## src/rtl/processor_pkg.sv

```systemverilog
// ============================================================================
// Package  : processor_pkg
// Purpose  : Shared types and default sizes for the 5-stage pipeline control.
// Revision : 1.0
// ============================================================================
`default_nettype none

package processor_pkg;

   localparam int REG_W_DEF   = 5;
   localparam int CNT_W_DEF   = 16;
   localparam int TIMEOUT_DEF = 255;

   typedef enum logic [1:0] {
      RUN     = 2'd0,
      BUBBLE  = 2'd1,
      FLUSHED = 2'd2,
      FREEZE  = 2'd3
   } hz_state_e;

endpackage

`default_nettype wire

```

## src/rtl/sat_counter.sv

```systemverilog
// ============================================================================
// Module   : sat_counter
// Purpose  : Up-counter with synchronous active-low clear; sticks at all-ones.
// Revision : 1.0
// ============================================================================
`default_nettype none

module sat_counter #(
   parameter int WIDTH = 16
) (
   input  logic             clock,
   input  logic             clr_n_i,
   input  logic             inc_i,
   output logic [WIDTH-1:0] count_o
);

   logic [WIDTH-1:0] count_q;
   logic [WIDTH-1:0] count_d;

   always_comb begin
      count_d = count_q;
      if (inc_i && (count_q != {WIDTH{1'b1}})) begin
         count_d = count_q + WIDTH'(1);
      end
   end

   always_ff @(posedge clock) begin
      if (!clr_n_i) begin
         count_q <= '0;
      end else begin
         count_q <= count_d;
      end
   end

   assign count_o = count_q;

endmodule

`default_nettype wire

```

## src/rtl/hazard_controller.sv

```systemverilog
// ============================================================================
// Module   : hazard_controller
// Purpose  : Per-cycle advance/stall/flush/freeze decisions for the pipeline.
// Revision : 1.0
// ============================================================================
`default_nettype none

module hazard_controller
   import processor_pkg::*;
#(
   parameter int REG_W   = REG_W_DEF,
   parameter int CNT_W   = CNT_W_DEF,
   parameter int TIMEOUT = TIMEOUT_DEF
) (
   input  logic             clock,
   input  logic             reset_n,
   input  logic [REG_W-1:0] rs_IFID,
   input  logic [REG_W-1:0] rt_IFID,
   input  logic             memRead_IDEX,
   input  logic [REG_W-1:0] rt_IDEX,
   input  logic             PCSrc_MEM,
   input  logic             memBusy,
   output logic             PCWrite,
   output logic             IFIDWrite,
   output logic             hazardMux,
   output logic             flushIFID,
   output logic             flushIDEX,
   output logic             flushEXMEM,
   output logic             freeze,
   output logic [CNT_W-1:0] stallCount,
   output logic [CNT_W-1:0] flushCount,
   output logic             memTimeout
);

   localparam int                BUSY_W    = $clog2(TIMEOUT + 1);
   localparam logic [BUSY_W-1:0] BUSY_LAST = BUSY_W'(TIMEOUT - 1);

   hz_state_e         state_q;
   hz_state_e         state_d;
   logic              timeout_q;
   logic              timeout_d;
   logic              lu_hit;
   logic              lu_enable;
   logic              stall_inc;
   logic              flush_inc;
   logic              busy_inc;
   logic              busy_clr_n;
   logic [BUSY_W-1:0] busy_cnt;

   assign lu_hit = memRead_IDEX && (rt_IDEX != '0) &&
                   ((rt_IDEX == rs_IFID) || (rt_IDEX == rt_IFID));

   // After a bubble or flush the stage feeding the compare holds a NOP.
   assign lu_enable = (state_q == RUN) || (state_q == FREEZE);

   always_comb begin
      state_d    = RUN;
      PCWrite    = 1'b1;
      IFIDWrite  = 1'b1;
      hazardMux  = 1'b0;
      flushIFID  = 1'b0;
      flushIDEX  = 1'b0;
      flushEXMEM = 1'b0;
      freeze     = 1'b0;
      stall_inc  = 1'b0;
      flush_inc  = 1'b0;

      if (memBusy) begin
         freeze    = 1'b1;
         PCWrite   = 1'b0;
         IFIDWrite = 1'b0;
         state_d   = FREEZE;
      end else if (PCSrc_MEM) begin
         flushIFID  = 1'b1;
         flushIDEX  = 1'b1;
         flushEXMEM = 1'b1;
         flush_inc  = 1'b1;
         state_d    = FLUSHED;
      end else if (lu_hit && lu_enable) begin
         PCWrite   = 1'b0;
         IFIDWrite = 1'b0;
         hazardMux = 1'b1;
         stall_inc = 1'b1;
         state_d   = BUBBLE;
      end

      if (!reset_n) begin
         state_d    = RUN;
         PCWrite    = 1'b0;
         IFIDWrite  = 1'b0;
         hazardMux  = 1'b1;
         flushIFID  = 1'b1;
         flushIDEX  = 1'b1;
         flushEXMEM = 1'b1;
         freeze     = 1'b0;
         stall_inc  = 1'b0;
         flush_inc  = 1'b0;
      end
   end

   assign busy_inc   = (state_q == FREEZE) && memBusy;
   assign busy_clr_n = reset_n && memBusy;
   assign timeout_d  = timeout_q || (busy_inc && (busy_cnt >= BUSY_LAST));

   always_ff @(posedge clock) begin
      if (!reset_n) begin
         state_q   <= RUN;
         timeout_q <= 1'b0;
      end else begin
         state_q   <= state_d;
         timeout_q <= timeout_d;
      end
   end

   assign memTimeout = timeout_q;

   sat_counter #(.WIDTH(CNT_W)) u_stall_cnt (
      .clock   (clock),
      .clr_n_i (reset_n),
      .inc_i   (stall_inc),
      .count_o (stallCount)
   );

   sat_counter #(.WIDTH(CNT_W)) u_flush_cnt (
      .clock   (clock),
      .clr_n_i (reset_n),
      .inc_i   (flush_inc),
      .count_o (flushCount)
   );

   sat_counter #(.WIDTH(BUSY_W)) u_busy_cnt (
      .clock   (clock),
      .clr_n_i (busy_clr_n),
      .inc_i   (busy_inc),
      .count_o (busy_cnt)
   );

endmodule

`default_nettype wire

```

## config.mk

```make
export PLATFORM = sky130hd
export DESIGN_NAME = hazard_controller
export DESIGN_NICKNAME = d
export VERILOG_FILES = /design/src/rtl/processor_pkg.sv /design/src/rtl/sat_counter.sv /design/src/rtl/hazard_controller.sv
export SDC_FILE = /design/constraint.sdc
export NUM_CORES = 1
export LEC_CHECK = 0
export BUFFER_PORTS_ARGS = -buffer_cell sky130_fd_sc_hd__buf_4
export CORE_MARGIN = 2
export CORE_UTILIZATION = 30
export DETAILED_ROUTE_END_ITERATION = 16
export GPL_TIMING_DRIVEN = 0
export PLACE_DENSITY = 0.58
export SYNTH_ARGS = -nofsm -noshare
export SYNTH_HDL_FRONTEND = slang
export SYNTH_SLANG_ARGS = --single-unit
```

## constraint.sdc

```tcl
create_clock -name clock -period 6.2 [get_ports clock]
set_clock_uncertainty 0.2 [all_clocks]
set_input_delay 0.93 -clock clock [delete_from_list [all_inputs] [get_ports clock]]
set_output_delay 0.93 -clock clock [all_outputs]
set_load 0.005 [all_outputs]
```

# Yosys cells after proc, flatten, opt, wreduce, memory -nomap -nowiden
# Index checks and enable logic that the tools add are counted.
dict set report word_totals {
  regBits 43
  output_inout_bits 40
  wordCells 47
}
dict set report classes {
  addsub 3
  n_lt_le_gt_ge 1
  n_eq_ne 6
  muxes 18
  reduce_logical 14
}
# cell n
set op_table {}
lappend op_table {{adder 16 x 1 -> 16 bit, second input constant} 2}
lappend op_table {{inequality test 16 bit, second input constant} 2}
lappend op_table {{two-way mux 1 bit} 16}
lappend op_table {{== test 5 bit} 2}
lappend op_table {{logical AND 1 bit} 9}
lappend op_table {{adder 8 x 1 -> 8 bit, second input constant} 1}
lappend op_table {{greater-or-equal comparator 8 bit, second input constant} 1}
lappend op_table {{inequality test 8 bit, second input constant} 1}
lappend op_table {{nonzero test 5 bit} 1}
lappend op_table {{two-way mux 2 bit} 2}
lappend op_table {{logical OR 1 bit} 3}
lappend op_table {{== test 2 bit, second input constant} 1}
lappend op_table {{zero test 2 bit} 1}

# Logic depth before layout (Yosys ltp)
# Gate-level depths: netlist of run 1.
dict set report depth {
  ltp_word 9
  mapped_depth 8
  ltp_nobuf 7
}

# Cells and area by module
# Synthesis of run 1 repeated with hierarchy kept, for this count alone.
dict set report hier_totals {
  hier_cells 284
  hier_area_um2 2416.1
}
# mod n_inst cells_each area_per_inst_um2 seq_area_each_um2
set modules_own_cells {}
lappend modules_own_cells {{sat_counter at u_flush_cnt ...} 2 97 837.1 320.3}
lappend modules_own_cells {{sat_counter at u_busy_cnt} 1 47 404.1 160.2}
lappend modules_own_cells {hazard_controller 1 43 337.8 60.1}

# Worst setup path after synthesis of run 1
# OpenSTA, ideal clock, no wires.
dict set report synth_path {
  path_type {in2out}
  from {input port rt_IDEX[1]}
  to {output port PCWrite}
  arrival_ps 2130
  t_required_ps 5070
  slack_ps 2940
  stages 6
  n_path_buf 1
  path_cell_list {or4_1 > o21ai_1 > inv_1 > and2_1 > nor2_1 > buf_4}
}
dict set report synth_between {
  elab_chain_len 8
  elab_cells_between_ends 11
  classes_between {eq/ne: 2; mux: 4; reduce/logical: 5}
}
# item line_no
set synth_rtl {}
lappend synth_rtl {{start: declaration} hazard_controller.sv:20} ;# input logic [REG_W-1:0] rt_IDEX,
lappend synth_rtl {{== test 5 bit / nonzero test 5 bit (equally long branches)} {hazard_controller.sv:51, hazard_controller.sv:50}}
lappend synth_rtl {{logical OR 1 bit / logical AND 1 bit (equally long branches)} {hazard_controller.sv:51, hazard_controller.sv:50}}
lappend synth_rtl {{logical AND 1 bit *} hazard_controller.sv:50} ;# assign lu_hit = memRead_IDEX && (rt_IDEX != '0) &&
lappend synth_rtl {{logical AND 1 bit *} hazard_controller.sv:79} ;# end else if (lu_hit && lu_enable) begin
lappend synth_rtl {{two-way mux 1 bit * (4 in a row)} n/a}
lappend synth_rtl {{end: declaration} hazard_controller.sv:23} ;# output logic PCWrite,
# Mark *: on every way between the ends. The rest lies on a longest branch, timed or not.

# Final worst setup path of run 1
dict set report layout_path {
  from {input port rt_IDEX[1]}
  to {output port PCWrite}
}
dict set report layout_between {
  elab_chain_len 8
  elab_cells_between_ends 11
  classes_between {eq/ne: 2; mux: 4; reduce/logical: 5}
}
# item line_no
set layout_rtl {}
lappend layout_rtl {{== test 5 bit / nonzero test 5 bit (equally long branches)} {hazard_controller.sv:51, hazard_controller.sv:50}}
lappend layout_rtl {{logical OR 1 bit / logical AND 1 bit (equally long branches)} {hazard_controller.sv:51, hazard_controller.sv:50}}
lappend layout_rtl {{logical AND 1 bit *} hazard_controller.sv:50}
lappend layout_rtl {{logical AND 1 bit *} hazard_controller.sv:79}
lappend layout_rtl {{two-way mux 1 bit *} hazard_controller.sv:79}
lappend layout_rtl {{two-way mux 1 bit *} hazard_controller.sv:73} ;# end else if (PCSrc_MEM) begin
lappend layout_rtl {{two-way mux 1 bit *} hazard_controller.sv:68} ;# if (memBusy) begin
lappend layout_rtl {{two-way mux 1 bit *} hazard_controller.sv:87} ;# if (!reset_n) begin
# Marks and branches as above.

==> results_dict.tcl, run 1 <==
set metrics [dict create \
    switching_power_mw 0.134 \
    p_clk_share_pct 36.8 \
    ir_drop_mv 0.0873 \
    final_cell_mix "buf_4, dfxtp_1, nor2_1, nand2_1, xnor2_1" \
    fp.dieW_um 92.7 \
    clk_pin_slew_ns 0.09 \
    post-cts-setup-buffers 0 \
    yosys_warnings 0 \
    clock_path_buffers 2 \
    core_sq_um 7690 \
    relSlewSlack_pct 59.5 \
    routedWlPerCell_um 13.2 \
    antenna_found_initial 0 \
    tightest_slew_ns 0.603 \
    cts_root_buffer "clkbuf_8" \
    hold_buffers 0 \
    instances_no_fill 450 \
    grtUsageMet3_pct 3.17 \
    nets 372 \
    cpMaxStageDelayCell "or4_1" \
    met2_usage_pct 23.5 \
    post_cts_resized 0 \
    tns_ns 0 \
    clock_latency_ns 0.30 \
    ys.flop_type "dfxtp_1" \
    area_growth_pct 28.1 \
    syn_inst 281 \
    critPathKind "in2out" \
    drt-total-wl_um 5940 \
    syn-cell-area_sq_um 2360 \
    grt_pass1_wl_um 10200 \
    diodes 0 \
    gr-total-overflow 0 \
    die_area_sq_um 8590 \
    ant_nets 0 \
    tritoncts "built" \
    p_sw_share_pct 26.0 \
    min_path_type "reg2reg" \
    p_int_mw 0.381 \
    setup_viol 0 \
    grtUsageTotal_pct 14.6 \
    synth_edf_count 0 \
    first_global_vias 2169 \
    async_flop_share_pct 0 \
    outcome "finished clean" \
    initial_utilization_pct 30.7 \
    dp_hpwl_um 4540 \
    drive_above_1_share_pct 25.3 \
    grt_max_degree 16 \
    period_needed_ns 3.58 \
    regArea_sq_um 861 \
    crit_path_frequent_cell "buf_4" \
    drtPass1Iterations 4 \
    hold_viol_final 0 \
    die_h_um 92.7 \
    setup.worst_path.start_class "primary input" \
    syn-num-nets 306 \
    h-tree-depth 2 \
    crit_path_end_kind "primary output" \
    num_rows 32 \
    ys_types 46 \
    cts_buffers 5 \
    pwr-share-comb_pct 9.2 \
    power_density_nw_per_um2 171 \
    dp_cells 442 \
    cts_sinks 43 \
    fill_cells 823 \
    power_leakage_nw 1.13 \
    io_buffers 59 \
    multi_input_area_sq_um 1410 \
    grt-busiest-layer "met2" \
    power_frac_seq_pct 54.0 \
    cp_slowest_stage_delay_ns 0.51 \
    postSynthAreaPerCell_sq_um 8.39 \
    ys_seq_area_share_pct 36.5 \
    crit_arrival_ns 2.45 \
    rsz0062_at_grt "no" \
    io_pins 60 \
    drt_iter0_drc 87 \
    required_ns 5.07 \
    max_freq_mhz 279 \
    drc 0 \
    maxSlewViolCount 0 \
    rrSetupSlack_ns 3.90 \
    avgViaCountPerCell 4.82 \
    gp_congestion 0.862 \
    vias 2169 \
    final_common_cell "buf_4" \
    path_cells "buf_4 > or4_1 > o21ai_1 > inv_1 > and2_1 > nor2_1 > buf_4 > buf_4" \
    use_met1_pct 19.5 \
    cp_max_fo 4 \
    ys_ff_latch 43 \
    drv_cap 0 \
    period_share_pct 57.8 \
]
[per-stage QoR]
stage / hold slack, ns / total power [mW] / utilization [%] / worst slack, ns / instance area [sq um]
after floorplan: 0.263 / 0.310 / - / 2.94 / 2360
after global placement: 0.259 / 0.333 / 38.1 / 2.61 / 2930
after detailed placement: 0.264 / 0.333 / 38.1 / 2.61 / 2930
after CTS: 0.286 / 0.524 / 39.3 / 2.61 / 3020
after global routing: 0.331 / 0.537 / 39.3 / 2.52 / 3020
final: 0.285 / 0.515 / 39.3 / 2.62 / 3020
[metal layers]
metal	wire (um)	up-vias
met1	2930	1009
met3	219	4
met4	33	0
li1	-	1117
met5	0	-
met2	2760	39
[critical path: cells and delay by family]
kind	cells	cell delay, ns
simple gates	3	0.94
buf+inv	4	0.45
compound gates	1	0.13
[logic make-up after synthesis]
family	synth area share [%]
buffers and inverters	3.71
XOR/XNOR	10.8
flip-flops	36.5
AO/OA/AOI/OAI	11.4
adder cells (fa/ha/maj)	2.65
multiplexers	3.40
AND/OR/NAND/NOR	31.6
[synth_stat cells, types with 2 or more instances]
cell	n	area, sq um
dfxtp_1	43	861
nor2_1	42	158
nand2_1	30	113
xnor2_1	22	193
nand4_1	12	75.1
nand3_1	11	55.1
inv_1	10	37.5
a21oi_1	9	45.0
mux2i_1	8	80.1
nand2b_1	7	43.8
xor2_1	7	61.3
nor3_1	6	30.0
ha_1	5	62.6
nor4_1	5	31.3
and2_1	4	25.0
and3_1	4	25.0
buf_4	4	30.0
clkbuf_1	4	15.0
o31ai_1	4	30.0
or4_1	4	30.0
o211ai_1	3	22.5
o21a_1	3	22.5
o21ai_0	3	15.0
a211oi_1	2	15.0
a41oi_1	2	17.5
nand2_4	2	22.5
nand3_2	2	20.0
nor3_2	2	20.0
nor3b_1	2	15.0
o41ai_2	2	32.5
or2_2	2	12.5
[state kept, by name, indices dropped and copies added (netlist names)]
register,flops
u_stall_cnt.count_o,16
u_busy_cnt.count_o,8
state_q,2
memTimeout,1
u_flush_cnt.count_o,16
[power by group through the flow]
stage / combinational, mW / clock (mW) / sequential (mW)
after floorplan: 0.0248 / 0 / 0.285
after global placement: 0.0475 / 0 / 0.285
after detailed placement: 0.0481 / 0 / 0.285
after CTS: 0.0483 / 0.197 / 0.279
after global routing: 0.0534 / 0.205 / 0.279
final: 0.0474 / 0.190 / 0.278
[final timing paths]
kind | depth (start not counted) | startpoint | end
max | 8 | rt_IDEX[1] | PCWrite
min | 2 | memTimeout | memTimeout
max reg2reg | 7 | state_q[0] | u_stall_cnt.count_o[12]
min reg2reg | 2 | memTimeout | memTimeout
[final cells by class]
cell class	instances	share of cell area [%]
Buffer	9	1.66
Inverter	10	1.24
Multi-Input combinational cell	219	46.7
Clock inverter	3	0.787
Clock buffer	5	2.28
Sequential cell	43	28.5
Tap cell	102	4.22
Timing Repair Buffer	59	14.7
Note: power is estimated with default switching activity, not from simulation.
==> run 2, diff against run 1 <==
ABC_AREA = 1   (was unset)
PLACE_DENSITY = 0.59   (was 0.58)
clock period = 3.28 ns   (was 6.2 ns; I/O delays follow)
==> run 2 against run 1 <==
Via count rose by 20%. Worst setup slack worse by 1.8 ns. Synthesized cell count is 40% higher. Clock-buffer cell count stayed put. Critical path depth rose by 1. Synthesized area up 9.0%. Routed wire length increased by 2.8%. Hold slack worse by 0.037 ns. Critical path type is now reg2out. Highest routed layer unchanged.
==> results_dict.tcl, run 2 <==
set metrics [dict create \
    synthTopCellsByCount "nand2_1, nor2_1, inv_1" \
    yosysTopAreaCell "dfxtp_1" \
    ir_drop_mv 0.154 \
    syn-num-nets 419 \
    antenna_found_initial 0 \
    cts_buffers 5 \
    yosysTopAreaCellShare_pct 33.5 \
    yosys_warnings 0 \
    relSlewSlack_pct 66.9 \
    synth-compound-area-share_pct 10.1 \
    hold_buffers 0 \
    final_common_cell "nand2_1" \
    highest_layer "met4" \
    post_cts_resized 0 \
    io_pins 60 \
    switching_power_mw 0.247 \
    whs_ns 0.247 \
    setup.worst_path.start_class "flip-flop" \
    drtPass1Iterations 4 \
    outcome "finished clean" \
    dp_hpwl_um 4730 \
    gp_congestion 0.849 \
    grt_pass1_wl_um 10100 \
    period_share_pct 74.8 \
    final_cell_mix "nand2_1, buf_4, nor2_1, inv_1, dfxtp_1" \
    instances_no_fill 566 \
    rsz0062_at_grt "no" \
    fin_ws_ns 0.825 \
    area_growth_pct 26.7 \
    post-cts-setup-buffers 0 \
    drt_iter0_drc 73 \
    ant_nets 0 \
    num_rows 33 \
    tritoncts "built" \
    drive_above_1_share_pct 22.8 \
    synth_xor_area_share_pct 4.09 \
    syn-cell-area_sq_um 2570 \
    hold_viol_final 0 \
    synthAdderAreaFrac_pct 2.43 \
    cp_max_fo 2 \
    diodes 0 \
    drt-total-wl_um 6110 \
    initial_utilization_pct 31.1 \
    core_sq_um 8260 \
    first_global_vias 2278 \
    synthTopCellsByArea "dfxtp_1, nand2_1, nor2_1, inv_1, a21oi_1" \
    ys_types 34 \
    power_frac_seq_pct 50.6 \
    synth_most_common_cell "nand2_1" \
    drc 0 \
    routedWlPerCell_um 10.8 \
    p_sw_share_pct 23.7 \
    io_buffers 59 \
    clock_path_buffers 2 \
    async_flop_share_pct 0 \
    required_ns 2.59 \
    nets 485 \
    setup_viol 0 \
    postSynthAreaPerCell_sq_um 6.53 \
    crit_path_end_kind "primary output" \
    pwr-share-comb_pct 8.9 \
    ys.flop_type "dfxtp_1" \
    wl_met1_um 2860 \
    period_needed_ns 2.46 \
    place_ws_ns 0.864 \
    maxSlewViolCount 0 \
    gr-total-overflow 0 \
    clk_pin_slew_ns 0.08 \
    h-tree-depth 2 \
    max_freq_mhz 407 \
    route.met2.wl_um 2890 \
    p_int_mw 0.796 \
    cts_sinks 43 \
    p_clk_share_pct 40.6 \
    die_area_sq_um 9330 \
    grt_max_degree 15 \
    cts_root_buffer "clkbuf_8" \
    placed_area_sq_um 3150 \
    met3_length_um 310 \
    drv_cap 0 \
    power_density_nw_per_um2 320 \
    ys_ff_latch 43 \
    die_h_um 96.6 \
    vias 2594 \
    syn_inst 394 \
    tns_ns 0 \
    avgViaCountPerCell 4.58 \
    grtUsageTotal_pct 13.6 \
    clock_latency_ns 0.30 \
    synth_edf_count 0 \
    final_cell_area_sq_um 3260 \
    fp.dieW_um 96.6 \
    ys_seq_area_share_pct 33.5 \
    synth_top_family_by_area "simple AND/OR/NAND/NOR gates" \
    critPathKind "reg2out" \
    min_path_type "reg2reg" \
    tightest_slew_ns 0.496 \
    crit_arrival_ns 1.76 \
    power_leakage_nw 1.41 \
    yosys.area_share.simple_pct 38.5 \
    dp_cells 558 \
    synth_mux_area_share_pct 0 \
]
-- run 2: metal layers --
metal | global-route usage (%) | vias up
met4 | 4.23 | 0
met2 | 23.3 | 59
met1 | 16.8 | 1159
li1 | - | 1372
met5 | 0 | -
met3 | 3.41 | 4
-- run 2: metrics by stage --
| step | power, mW | util [%] |
|---|---|---|
| floorplan | 0.588 | - |
| global placement | 0.632 | 38.1 |
| detailed placement | 0.634 | 38.1 |
| CTS | 1.06 | 39.5 |
| global route | 1.09 | 39.5 |
| finish | 1.04 | 39.5 |
-- run 2: critical path, cell delays in order, from the launching register on --
cell,delay [ns]
dfxtp_1,0.31
ha_1,0.29
nor3b_1,0.17
o21ai_0,0.10
inv_1,0.11
nand2_1,0.08
nand2_1,0.06
nor2_1,0.06
buf_4,0.16
buf_4,0.12
-- run 2: area by class of cell --
| cell class | instances | area [sq um] |
|---|---|---|
| Buffer | 10 | 85.1 |
| Clock buffer | 5 | 68.8 |
| Clock inverter | 3 | 43.8 |
| Fill cell | 888 | 5000 |
| Inverter | 55 | 206 |
| Multi-Input combinational cell | 286 | 1420 |
| Sequential cell | 43 | 861 |
| Tap cell | 105 | 131 |
| Timing Repair Buffer | 59 | 443 |
-- run 2: power groups by stage --
stage | Clock [mW] | Sequential [mW] | Combinational (mW)
finish | 0.423 | 0.527 | 0.0925
global route | 0.457 | 0.528 | 0.104
CTS | 0.438 | 0.527 | 0.0945
detailed placement | 0 | 0.539 | 0.0942
global placement | 0 | 0.539 | 0.0925
floorplan | 0 | 0.539 | 0.0494
-- run 2: worst paths after layout --
path | startpoint | end | slack, ns | cells after the start
worst max register to register | u_stall_cnt.count_o[0] | u_stall_cnt.count_o[14] | 1.38 | 10
worst max-delay path | state_q[0] | PCWrite | 0.82 | 9
worst min-delay path | u_busy_cnt.count_o[6] | u_busy_cnt.count_o[6] | 0.25 | 1
worst min register to register | u_busy_cnt.count_o[6] | u_busy_cnt.count_o[6] | 0.25 | 1
-- run 2: kinds of logic after synthesis --
logic type      count (synthesis)
flops                          43
xor+xnor                       12
compound gates                 48
simple gates                  221
buf+inv                        65
fa+ha+maj                       5
==> run 3, diff against run 2 <==
PLACE_DENSITY = 0.58   (was 0.59)
clock period = 2.4 ns   (was 3.28 ns; I/O delays follow)
==> run 3 against run 2 <==
Via count down 2.5%. Total power up 39%. Clock-buffer cell count up 1. Cell count down 0.18%. Combinational power up 37%. Worst setup slack worse by 0.71 ns. Register-to-register slack worse by 0.93 ns. Die area unchanged. Global-route usage up 0.35 points. Critical path type unchanged. Largest cell class unchanged. Largest power group unchanged.
==> results_dict.tcl, run 3 (synthesis results as in run 2) <==
set metrics [dict create \
    outcome "finished clean" \
    setup_viol 0 \
    ir_drop_mv 0.196 \
    routedWlPerCell_um 10.7 \
    whs_ns 0.161 \
    drt_iter0_drc 55 \
    io_pins 60 \
    fin_util_pct 39.5 \
    relSlewSlack_pct 65.2 \
    hold_buffers 0 \
    crit_path_end_kind "primary output" \
    path_cells "ha_1 > nor3b_2 > o21ai_1 > inv_1 > nand3_4 > buf_6 > nand2_1 > buf_4" \
    dp_cells 558 \
    switching_power_mw 0.336 \
    clock_latency_ns 0.31 \
    clock_path_buffers 2 \
    cpLargestDelayFamily "buffers and inverters" \
    cts_buffers 5 \
    cpMaxStageDelayCell "dfxtp_1" \
    r2r_cells 10 \
    tightest_slew_ns 0.523 \
    crit_arrival_ns 1.72 \
    fin_ws_ns 0.117 \
    pwr-share-comb_pct 8.7 \
    cts_root_buffer "clkbuf_8" \
    final_cell_mix "nand2_1, buf_4, nor2_1, inv_1, dfxtp_1" \
    maxSlewViolCount 0 \
    avgViaCountPerCell 4.47 \
    tns_ns 0 \
    post-cts-setup-buffers 0 \
    core_sq_um 8260 \
    power_density_nw_per_um2 444 \
    cp_num_buf_inv 3 \
    min_path_type "in2reg" \
    antenna_found_initial 0 \
    dp_hpwl_um 4650 \
    nets 484 \
    max_freq_mhz 438 \
    first_global_vias 2311 \
    tritoncts "built" \
    whs_path_depth 3 \
    p_sw_share_pct 23.2 \
    io_buffers 59 \
    num_rows 33 \
    cp_max_fo 10 \
    post_cts_resized 0 \
    drtPass1Iterations 4 \
    worstSetupPathDepth 8 \
    fp.dieW_um 96.6 \
    place_ws_ns 0.249 \
    die_h_um 96.6 \
    instances_no_fill 565 \
    final_cell_area_sq_um 3260 \
    area_growth_pct 26.8 \
    p_clk_share_pct 41.5 \
    p_total_mw 1.45 \
    rsz0062_at_grt "no" \
    critPathKind "reg2out" \
    clk_pin_slew_ns 0.08 \
    drt-total-wl_um 6050 \
    drive_above_1_share_pct 22.8 \
    gr-total-overflow 0 \
    diodes 0 \
    cp_slowest_stage_delay_ns 0.31 \
    period_needed_ns 2.28 \
    power_leakage_nw 1.41 \
    hold_viol_final 0 \
    drc 0 \
    initial_utilization_pct 31.1 \
    cts_sinks 43 \
    grtUsageTotal_pct 14.0 \
    p_int_mw 1.11 \
    gp_congestion 0.852 \
    ant_nets 0 \
    required_ns 1.84 \
    h-tree-depth 2 \
    vias 2528 \
    period_share_pct 95.1 \
    grt_max_degree 14 \
    grt_pass1_wl_um 10200 \
    setup.worst_path.start_class "flip-flop" \
    drv_cap 0 \
    placed_area_sq_um 3150 \
    die_area_sq_um 9330 \
    final_common_cell "nand2_1" \
    power_frac_seq_pct 49.7 \
]
## run 3: layer usage
| layer | routed length (um) | GRT usage [%] |
|---|---|---|
| met1 | 2820 | 17.6 |
| met5 | 0 | 0 |
| met4 | 99 | 5.52 |
| met2 | 2790 | 22.9 |
| met3 | 344 | 3.49 |
## run 3: worst paths after layout
check                              start                 endpoint  slack, ns
hold reg to reg    u_busy_cnt.count_o[6]    u_busy_cnt.count_o[6]       0.25
setup / recovery              state_q[0]                hazardMux       0.12
setup reg to reg  u_stall_cnt.count_o[0]  u_stall_cnt.count_o[14]       0.45
hold / removal                 PCSrc_MEM               state_q[1]       0.16
## run 3: worst reg2reg max path, cell delays in order (launching register included)
cell     delay (ns)
dfxtp_1        0.42
ha_1           0.24
nand2_1        0.10
nor2_2         0.15
nand2_1        0.09
nor2_2         0.15
nand2_2        0.12
nand2_1        0.10
nor2_1         0.07
a21oi_1        0.14
nor2_1         0.06
## run 3: area by class of cell
cell class,instances,area [sq um]
buffer,9,77.6
clock buffer,6,82.6
clock inverter,2,35.0
fill,881,5000
inverter,55,206
multi-input combinational,286,1420
sequential,43,861
tap,105,131
timing repair buffer,59,443
## run 3: power groups by stage
stage                     Clock, mW  Sequential (mW)  Combinational [mW]
after floorplan                   0            0.737              0.0675
after global placement            0            0.737               0.126
after detailed placement          0            0.737               0.128
after CTS                     0.619            0.720               0.129
after global routing          0.651            0.721               0.142
final                         0.602            0.720               0.127
